<file path="config.mk">
export PLATFORM = sky130hd
export DESIGN_NAME = duty_recorder
export DESIGN_NICKNAME = d
export VERILOG_FILES = /design/src/rtl/duty_recorder.sv
export SDC_FILE = /design/constraint.sdc
export NUM_CORES = 2
export LEC_CHECK = 0
export BUFFER_PORTS_ARGS = -buffer_cell sky130_fd_sc_hd__buf_2
export CORE_UTILIZATION = 35
export DETAILED_ROUTE_END_ITERATION = 6
export GPL_TIMING_DRIVEN = 1
export HOLD_SLACK_MARGIN = 0.02
export SLEW_MARGIN = 40
export SYNTH_ARGS = -nofsm -noshare
export SYNTH_HDL_FRONTEND = slang
export SYNTH_SLANG_ARGS = --single-unit
</file>
<file path="constraint.sdc">
create_clock -name sysclk -period 12.46 [get_ports sysclk]
set_input_delay 2.492 -clock sysclk [delete_from_list [all_inputs] [get_ports sysclk]]
set_output_delay 2.492 -clock sysclk [all_outputs]
set_load 0.05 [all_outputs]
</file>
<file path="src/rtl/duty_recorder.sv">
// Multi-channel duty-cycle recorder: captures Duty_In snapshots on button presses
// and loops them back out at a fixed prescaled rate, with a swept memory clear.
//
// state  | meaning
// PLAY   | loop recorded entries onto DC_Out, one step per PRESCALE cycles
// RECORD | live monitor on DC_Out; button edges append Duty_In to memory
// CLEAR  | zero one address per cycle across the whole memory, Busy high
module duty_recorder #(
  parameter int CH       = 2,
  parameter int DW       = 6,
  parameter int AW       = 8,
  parameter int PRESCALE = 64
) (
  input  logic             sysclk,
  input  logic             Reset_n,
  input  logic             Record_SW,
  input  logic             Clear_SW,
  input  logic [3:0]       Bt,
  input  logic [CH*DW-1:0] Duty_In,
  output logic [CH*DW-1:0] DC_Out,
  output logic [AW:0]      Length,
  output logic             Full,
  output logic             Busy
);

  localparam int              PW         = $clog2(PRESCALE);
  localparam logic [AW:0]     DEPTH_L    = {1'b1, {AW{1'b0}}};
  localparam logic [AW:0]     ONE_L      = (AW+1)'(1);
  localparam logic [PW-1:0]   PRESC_LAST = PW'(PRESCALE - 1);

  typedef enum logic [1:0] {
    ST_PLAY   = 2'd0,
    ST_RECORD = 2'd1,
    ST_CLEAR  = 2'd2
  } state_t;

  state_t state, state_nx;

  logic       rec_s1, rec_s2;
  logic       clr_s1, clr_s2, clr_d;
  logic [3:0] bt_s1, bt_s2;
  logic       bt_or_d;
  logic       cap_ev, clr_ev;

  logic [AW-1:0]    clr_addr;
  logic [AW-1:0]    rptr;
  logic [AW-1:0]    wptr;
  logic [PW-1:0]    presc;
  logic [CH*DW-1:0] mem [2**AW];

  logic sweep_done, enter_clear, enter_play, new_take, wr_cap, play_run, step;

  always_ff @(posedge sysclk or negedge Reset_n) begin
    if (!Reset_n) begin
      rec_s1  <= 1'b0;
      rec_s2  <= 1'b0;
      clr_s1  <= 1'b0;
      clr_s2  <= 1'b0;
      clr_d   <= 1'b0;
      bt_s1   <= 4'd0;
      bt_s2   <= 4'd0;
      bt_or_d <= 1'b0;
    end else begin
      rec_s1  <= Record_SW;
      rec_s2  <= rec_s1;
      clr_s1  <= Clear_SW;
      clr_s2  <= clr_s1;
      clr_d   <= clr_s2;
      bt_s1   <= Bt;
      bt_s2   <= bt_s1;
      bt_or_d <= |bt_s2;
    end
  end

  assign cap_ev = (|bt_s2) & ~bt_or_d;
  assign clr_ev = clr_s2 & ~clr_d;
  assign wptr   = Length[AW-1:0];
  assign Full   = (Length == DEPTH_L);
  assign Busy   = (state == ST_CLEAR);

  always_ff @(posedge sysclk or negedge Reset_n) begin
    if (!Reset_n) state <= ST_PLAY;
    else          state <= state_nx;
  end

  // A clear event arriving during a sweep is ignored rather than restarting it.
  always_comb begin
    state_nx    = state;
    sweep_done  = (clr_addr == {AW{1'b1}});
    enter_clear = 1'b0;
    enter_play  = 1'b0;
    new_take    = 1'b0;
    wr_cap      = 1'b0;
    play_run    = 1'b0;
    step        = 1'b0;
    case (state)
      ST_PLAY: begin
        if (clr_ev)      state_nx = ST_CLEAR;
        else if (rec_s2) state_nx = ST_RECORD;
      end
      ST_RECORD: begin
        if (clr_ev)       state_nx = ST_CLEAR;
        else if (!rec_s2) state_nx = ST_PLAY;
      end
      ST_CLEAR: begin
        if (sweep_done) state_nx = rec_s2 ? ST_RECORD : ST_PLAY;
      end
      default: state_nx = ST_PLAY;
    endcase
    enter_clear = (state != ST_CLEAR) && (state_nx == ST_CLEAR);
    enter_play  = (state != ST_PLAY) && (state_nx == ST_PLAY);
    new_take    = (state == ST_PLAY) && (state_nx == ST_RECORD);
    // Staying in RECORD excludes captures coinciding with a clear or mode change.
    wr_cap      = (state == ST_RECORD) && (state_nx == ST_RECORD) && cap_ev && !Full;
    play_run    = (state == ST_PLAY) && (Length != '0);
    step        = play_run && (presc == PRESC_LAST);
  end

  always_ff @(posedge sysclk or negedge Reset_n) begin
    if (!Reset_n) begin
      clr_addr <= '0;
      Length   <= '0;
      rptr     <= '0;
      presc    <= '0;
    end else begin
      if (enter_clear)             clr_addr <= '0;
      else if (state == ST_CLEAR)  clr_addr <= clr_addr + AW'(1);

      if (enter_clear || new_take) Length <= '0;
      else if (wr_cap)             Length <= Length + ONE_L;

      if (enter_clear || enter_play) begin
        rptr  <= '0;
        presc <= '0;
      end else if (step) begin
        presc <= '0;
        if ({1'b0, rptr} == Length - ONE_L) rptr <= '0;
        else                                rptr <= rptr + AW'(1);
      end else if (play_run) begin
        presc <= presc + PW'(1);
      end
    end
  end

  always_ff @(posedge sysclk or negedge Reset_n) begin
    if (!Reset_n) begin
      DC_Out <= '0;
    end else begin
      if (state == ST_CLEAR || state_nx == ST_CLEAR) DC_Out <= '0;
      else if (state == ST_RECORD)                   DC_Out <= Duty_In;
      else if (Length == '0)                         DC_Out <= '0;
      else                                           DC_Out <= mem[rptr];
    end
  end

  // Memory is deliberately left out of reset; Length = 0 hides stale contents.
  always_ff @(posedge sysclk) begin
    if (state == ST_CLEAR) mem[clr_addr] <= '0;
    else if (wr_cap)       mem[wptr]     <= Duty_In;
  end

endmodule

</file>
[Word-level counts from Yosys, hierarchy flattened]
Memory sizes are Yosys's and may differ from the RTL's.
Cells that the tools add are included.
Storage, ports and cells
  register bits after elaboration: 59
  RAM bits: 3072
  output and inout port bits: 23
  logic and storage cells: 84
  memories: 1
Memories
  mem: depth 256, bits a word 12, read ports 1, clocked after Yosys merged registers in 0, wr ports 1, line 49  | logic [CH*DW-1:0] mem [2**AW];
Cells by class
  $add $sub $neg: 5
  equality and inequality tests: 9
  muxes and demuxes: 28
  bitwise operators: 4
  reductions and logical operators: 23
Operators with widths (count)
  12-bit 2-to-1 mux: 4
  8-bit 2-to-1 mux: 6
  6-bit 2-to-1 mux: 3
  9-bit 2-to-1 mux: 2
  8-bit by 1-bit adder with 8-bit output, second input constant: 2
  12-bit OR reduction: 1
  2-bit 2-to-1 mux: 5
  9-bit by 1-bit adder with 9-bit output, second input constant: 1
  8-bit by 9-bit equality test with 1-bit output: 1
  9-bit equality test, second input constant: 1
  9-bit zero test: 1
  9-bit nonzero test: 1
  9-bit by 1-bit subtractor with 9-bit output, second input constant: 1
  8-bit equality test, second input constant: 1
  1-bit logical AND: 8
  2-bit nonzero test: 4
  1-bit 2-to-1 mux: 7
  6-bit by 1-bit adder with 6-bit output, second input constant: 1
  6-bit equality test, second input constant: 1
  2-bit case mux with 3 select lines: 1
  2-bit by 1-bit equality test with 1-bit output, second input constant: 2
  2-bit equality test, second input constant: 2
  2-bit zero test: 2
  4-bit OR reduction: 1
  other kinds (6): 10

[Longest topological paths before layout]
  depth in word-level cells: 13
  mapped depth: 14
  gate-level depth less buffers: 9

[Least setup slack after synthesis]
OpenSTA, ideal clock, no wires.
  path kind: reg-to-reg
  start: reg Length[0]
  end: mem mem[0][10] in the netlist's numbering, data pin
  setup time: 870 ps
  data arrival time: 5926 ps
  required time: 11590 ps
  path slack: 5664 ps
  stages on the path, launching flop included: 11
  clock period less this slack: 6796 ps
  cells stage by stage: dfrtp_1 -> clkbuf_1 -> inv_1 -> ha_1 -> and4_1 -> nor4bb_1 -> buf_2 -> buf_6 -> buf_4 -> clkbuf_1 -> and2_1
Between the ends
  longest elaborated chain between the ends: 8
RTL lines
  start, declared: line 21  | output logic [AW:0] Length,
  start signal, assigned: line 130  | else if (wr_cap) Length <= Length + ONE_L;
  9-bit equality test: line 78  | assign Full = (Length == DEPTH_L);
  via Full: line 22  | output logic Full,
  1-bit zero test: line 114  | wr_cap = (state == ST_RECORD) && (state_nx == ST_RECORD) && cap_ev && !Full;
  1-bit logical AND: line 114
  1-bit 2-to-1 mux: line 159  | else if (wr_cap) mem[wptr] <= Duty_In;
  1-bit 2-to-1 mux: line 158  | if (state == ST_CLEAR) mem[clr_addr] <= '0;
  1-bit 2-to-1 mux (not written as such): line 159
  12-bit OR reduction (no line)
  12-bit 2-to-1 mux (no line)
  end, declared: line 49
The timed path passes the listed nets, and every way through them passes these cells.

[Worst setup path in the final report]
  start: reg rptr[0]
  end: reg DC_Out[8]
Between the ends
  longest elaborated chain between the ends: 4
RTL lines
  start, declared: line 46  | logic [AW-1:0] rptr;
  start signal, assigned: line 138  | else rptr <= rptr + AW'(1);
  memory 256 x 12 bit
  12-bit 2-to-1 mux: line 151  | else if (Length == '0) DC_Out <= '0;
  12-bit 2-to-1 mux: line 150  | else if (state == ST_RECORD) DC_Out <= Duty_In;
  12-bit 2-to-1 mux: line 149  | if (state == ST_CLEAR || state_nx == ST_CLEAR) DC_Out <= '0;
  end signal, assigned: line 150
  end signal, assigned: line 152  | else DC_Out <= mem[rptr];
  end, declared: line 20  | output logic [CH*DW-1:0] DC_Out,
Every way passes these cells.
A chain may end at the register's enable or synchronous reset.

==> flow_summary_export.csv <==
group,metric,value,unit
outcome,outcome,"finished with violations",
outcome,failed_checks,"design-rule violations",
sta,fin_skew,52.3,ps
final_layout,drive_above_1_share,25.9,%
critical_path,crit_required,13290,ps
critical_path,critical_path.startpoint_type,"flip-flop",
power,finalPower,21.7,mW
critical_path,worst_setup_path_end_kind,"flip-flop",
clocking,clk_path_buf_depth,4,
critical_path,cpLargestDelayFamily,"buffers and inverters",
critical_path,reg2reg_depth,10,
synth,syn_nets,5955,
synth,netlist_area,123000,um2
synth,yosys.area.top_type,"edfxtp_1",
synth,synth_area_leaders,"edfxtp_1 (75%), mux4_2 (12%), mux2i_1 (3.0%), dfrtp_1 (1.2%), nor2_1 (1.1%)",
synth,async_reset_ff_share,1.88,%
route,drc,10,
sta,slew_headroom,35.5,%
synth,synth_common_cells,"edfxtp_1 (3072), mux4_2 (638), mux2i_1 (370)",
floorplanning,die_area,352000,um2
sta,grt_setup_unrepaired,"false",
route,routed-wl-met3,35600,um
route,drt_pass1_iterations,7,
power,ir_worst_vdd,121,uV
synth,synth_most_common_cell,"edfxtp_1",
clocking,clockRootBuffer,"clkbuf_16",
synth,yosysUniqueCellTypes,83,
critical_path,cp_num_buf_inv,4,
synth,synth-seq-area-share,76.5,%
final_layout,fin_area,140000,um2
route,maxUsedRoutingLayer,"met5",
placement,dpl-instance-area,129000,um2
clocking,post_cts_buffers,0,
critical_path,slowest_stage,"dfrtp_4",
floorplanning,start_util,35.3,%
placement,place.port_buffers,42,
grt,grt_pass1_vias,62300,
clocking,ctsHoldBuffers,0,
floorplanning,die_h,594,um
sta,fin_tns_setup,0,ps
run,cap_violations,0,
clocking,clock-sinks,3131,
final_layout,syn_to_final_growth,14.6,%
synth,syn_avg_cell_area,20.7,um2
synth,synth_seq_cells,3131,
sta,setup_viol,0,
sta,fin_hold_ws,347,ps
grt,antenna_found_initial,20,
route,wl_met2,162000,um
clocking,cts_htree_levels,5,
synth,ys.flop_type,"edfxtp_1",
route,viasPerCell,5.73,
sta,period_needed,5730,ps
grt,grt-ovfl-total,0,
critical_path,path_max_fanout,98,
placement,place.gp.congestion,0.889,
power,power_leakage,35.7,nW
route,wl_per_cell,32.1,um
clocking,clock_latency,940,ps
sta,fmax,175,MHz
grt,grt_max_degree,177,
floorplanning,row_count,216,
sta,finalHoldViolCount,0,
grt,grt_pass1_wl,494000,um
route,drt_iter0_drc,9013,
critical_path,arrival,6550,ps
synth,synthCells,5929,
floorplanning,ios,43,
final_layout,multi_input_area,27600,um2
final_layout,fillers,30300,
critical_path,worstPathCellList,"buf_12 > buf_16 > buf_4 > buf_12 > mux4_2 > mux4_2 > mux2_2 > o221ai_1 > o311ai_0 > o211a_1",
synth,synth-edff-count,3072,
critical_path,critPathKind,"flip-flop to flip-flop",
power,powerDensity,155,nW/um2
critical_path,max_stage_delay,940,ps
worst_hold_path,hold_path_class,"flip-flop to flip-flop",
sta,drv_slew,0,
route,ant_nets,0,
floorplanning,design.core.area,347000,um2
floorplanning,die_w,594,um
placement,dp_hpwl,213000,um
route,drt-total-wl,354000,um
clocking,cts_tree,"yes",
final_layout,final_nets,6220,
clocking,cts_resized,0,
sta,worst_pin_slew,959,ps
critical_path,crit_cells,10,
synth,yosysWarnings,0,
sta,post-route-period-util,45.9,%
synth,synth_top_cell_area_share,75.3,%
route,wl_met1,138000,um
clocking,cts.clk_slew.worst_paths,60,ps
grt,grt_usage,19.7,%
clocking,numCtsBuffers,327,
route,via_count,63300,
worst_hold_path,hold_depth,0,
final_layout,regArea,93700,um2
[cell usage in the layout, fill, tap and decap left out, types with 15 or more instances in the layout]
cell	n
mux4_2	638
clkbuf_1	66
mux2i_1	369
clkbuf_16	328
o221ai_1	107
buf_2	45
nor4_1	16
dfrtp_1	52
nor2_2	82
and2_1	19
nand2b_1	29
nand2_1	112
o21ai_0	45
nand3_1	49
a21oi_1	110
nor2_1	188
nor2_4	82
edfxtp_1	3072
bufinv_16	30
buf_12	19
buf_4	205
nand4_1	26
nor3_1	42
o22ai_1	82
a22oi_1	87
a22o_1	15
o211ai_1	16
diode_2	20
clkinv_1	61
clkinv_2	64
buf_6	21
a31oi_1	17
[where the power goes]
group / switching [mW] / leakage, nW / internal, mW
Sequential: 0.0520 / 23.3 / 11.5
Clock: 4.19 / 5.19 / 5.55
Combinational: 0.369 / 7.19 / 0.0908
Total: 4.61 / 35.7 / 17.1
[path summary, 6_finish.rpt]
kind / from / to / slack, ps
worst max-delay path: rptr[0]$_DFFE_PN0P_ / DC_Out[8]$_DFF_PN0_ / 6730
worst min-delay path: bt_s1[2]$_DFF_PN0_ / bt_s2[2]$_DFF_PN0_ / 350
worst max register to register: rptr[0]$_DFFE_PN0P_ / DC_Out[8]$_DFF_PN0_ / 6730
worst min register to register: bt_s1[2]$_DFF_PN0_ / bt_s2[2]$_DFF_PN0_ / 350
max in group asynchronous: Reset_n / rptr[2]$_DFFE_PN0P_ / 10240
min in group asynchronous: Reset_n / bt_s1[3]$_DFF_PN0_ / 1520
[per-layer routing]
metal / track usage, % / vias to the layer above
li1: - / 25400
met1: 26.9 / 33900
met2: 30.1 / 3435
met3: 4.07 / 673
met4: 9.37 / 6
met5: 0 / -
[cell families (layout without fill, tap and decap cells)]
group | after synthesis | after routing | share of synthesized area [%]
AO/OA/AOI/OAI | 623 | 623 | 3.59
XOR/XNOR | 17 | 17 | 0.122
adder cells (fa/ha/maj) | 6 | 6 | 0.0613
buffers and inverters | 370 | 897 | 1.91
flip-flops | 3131 | 3131 | 76.5
multiplexers | 1025 | 1025 | 15.0
other | 0 | 20 | 0
AND/OR/NAND/NOR | 757 | 757 | 2.85
[stage by stage]
step	util [%]	cells	setup WS, ps
floorplan	-	5929	5660
global placement	37.0	10400	6660
detailed placement	37.2	10400	6760
CTS	40.3	11000	6760
global route	40.4	11100	6520
finish	40.4	11100	6730
[flip-flops by register name (all words and copies together), names as in the netlist, 2 cells and up]
signal    flops
Length        9
clr_addr      8
presc         6
bt_s2         4
rptr          8
bt_s1         4
DC_Out       12
mem        3072
state         2
[area by class of cell]
class | count | share of cell area, %
Sequential cell | 3131 | 66.8
Tap cell | 4578 | 4.08
Clock inverter | 192 | 1.52
Timing Repair Buffer | 297 | 1.81
Inverter | 9 | 0.0303
Clock buffer | 399 | 6.07
Multi-Input combinational cell | 2428 | 19.7
Antenna cell | 20 | 0.0356
Note: power is estimated with default switching activity, not from simulation.
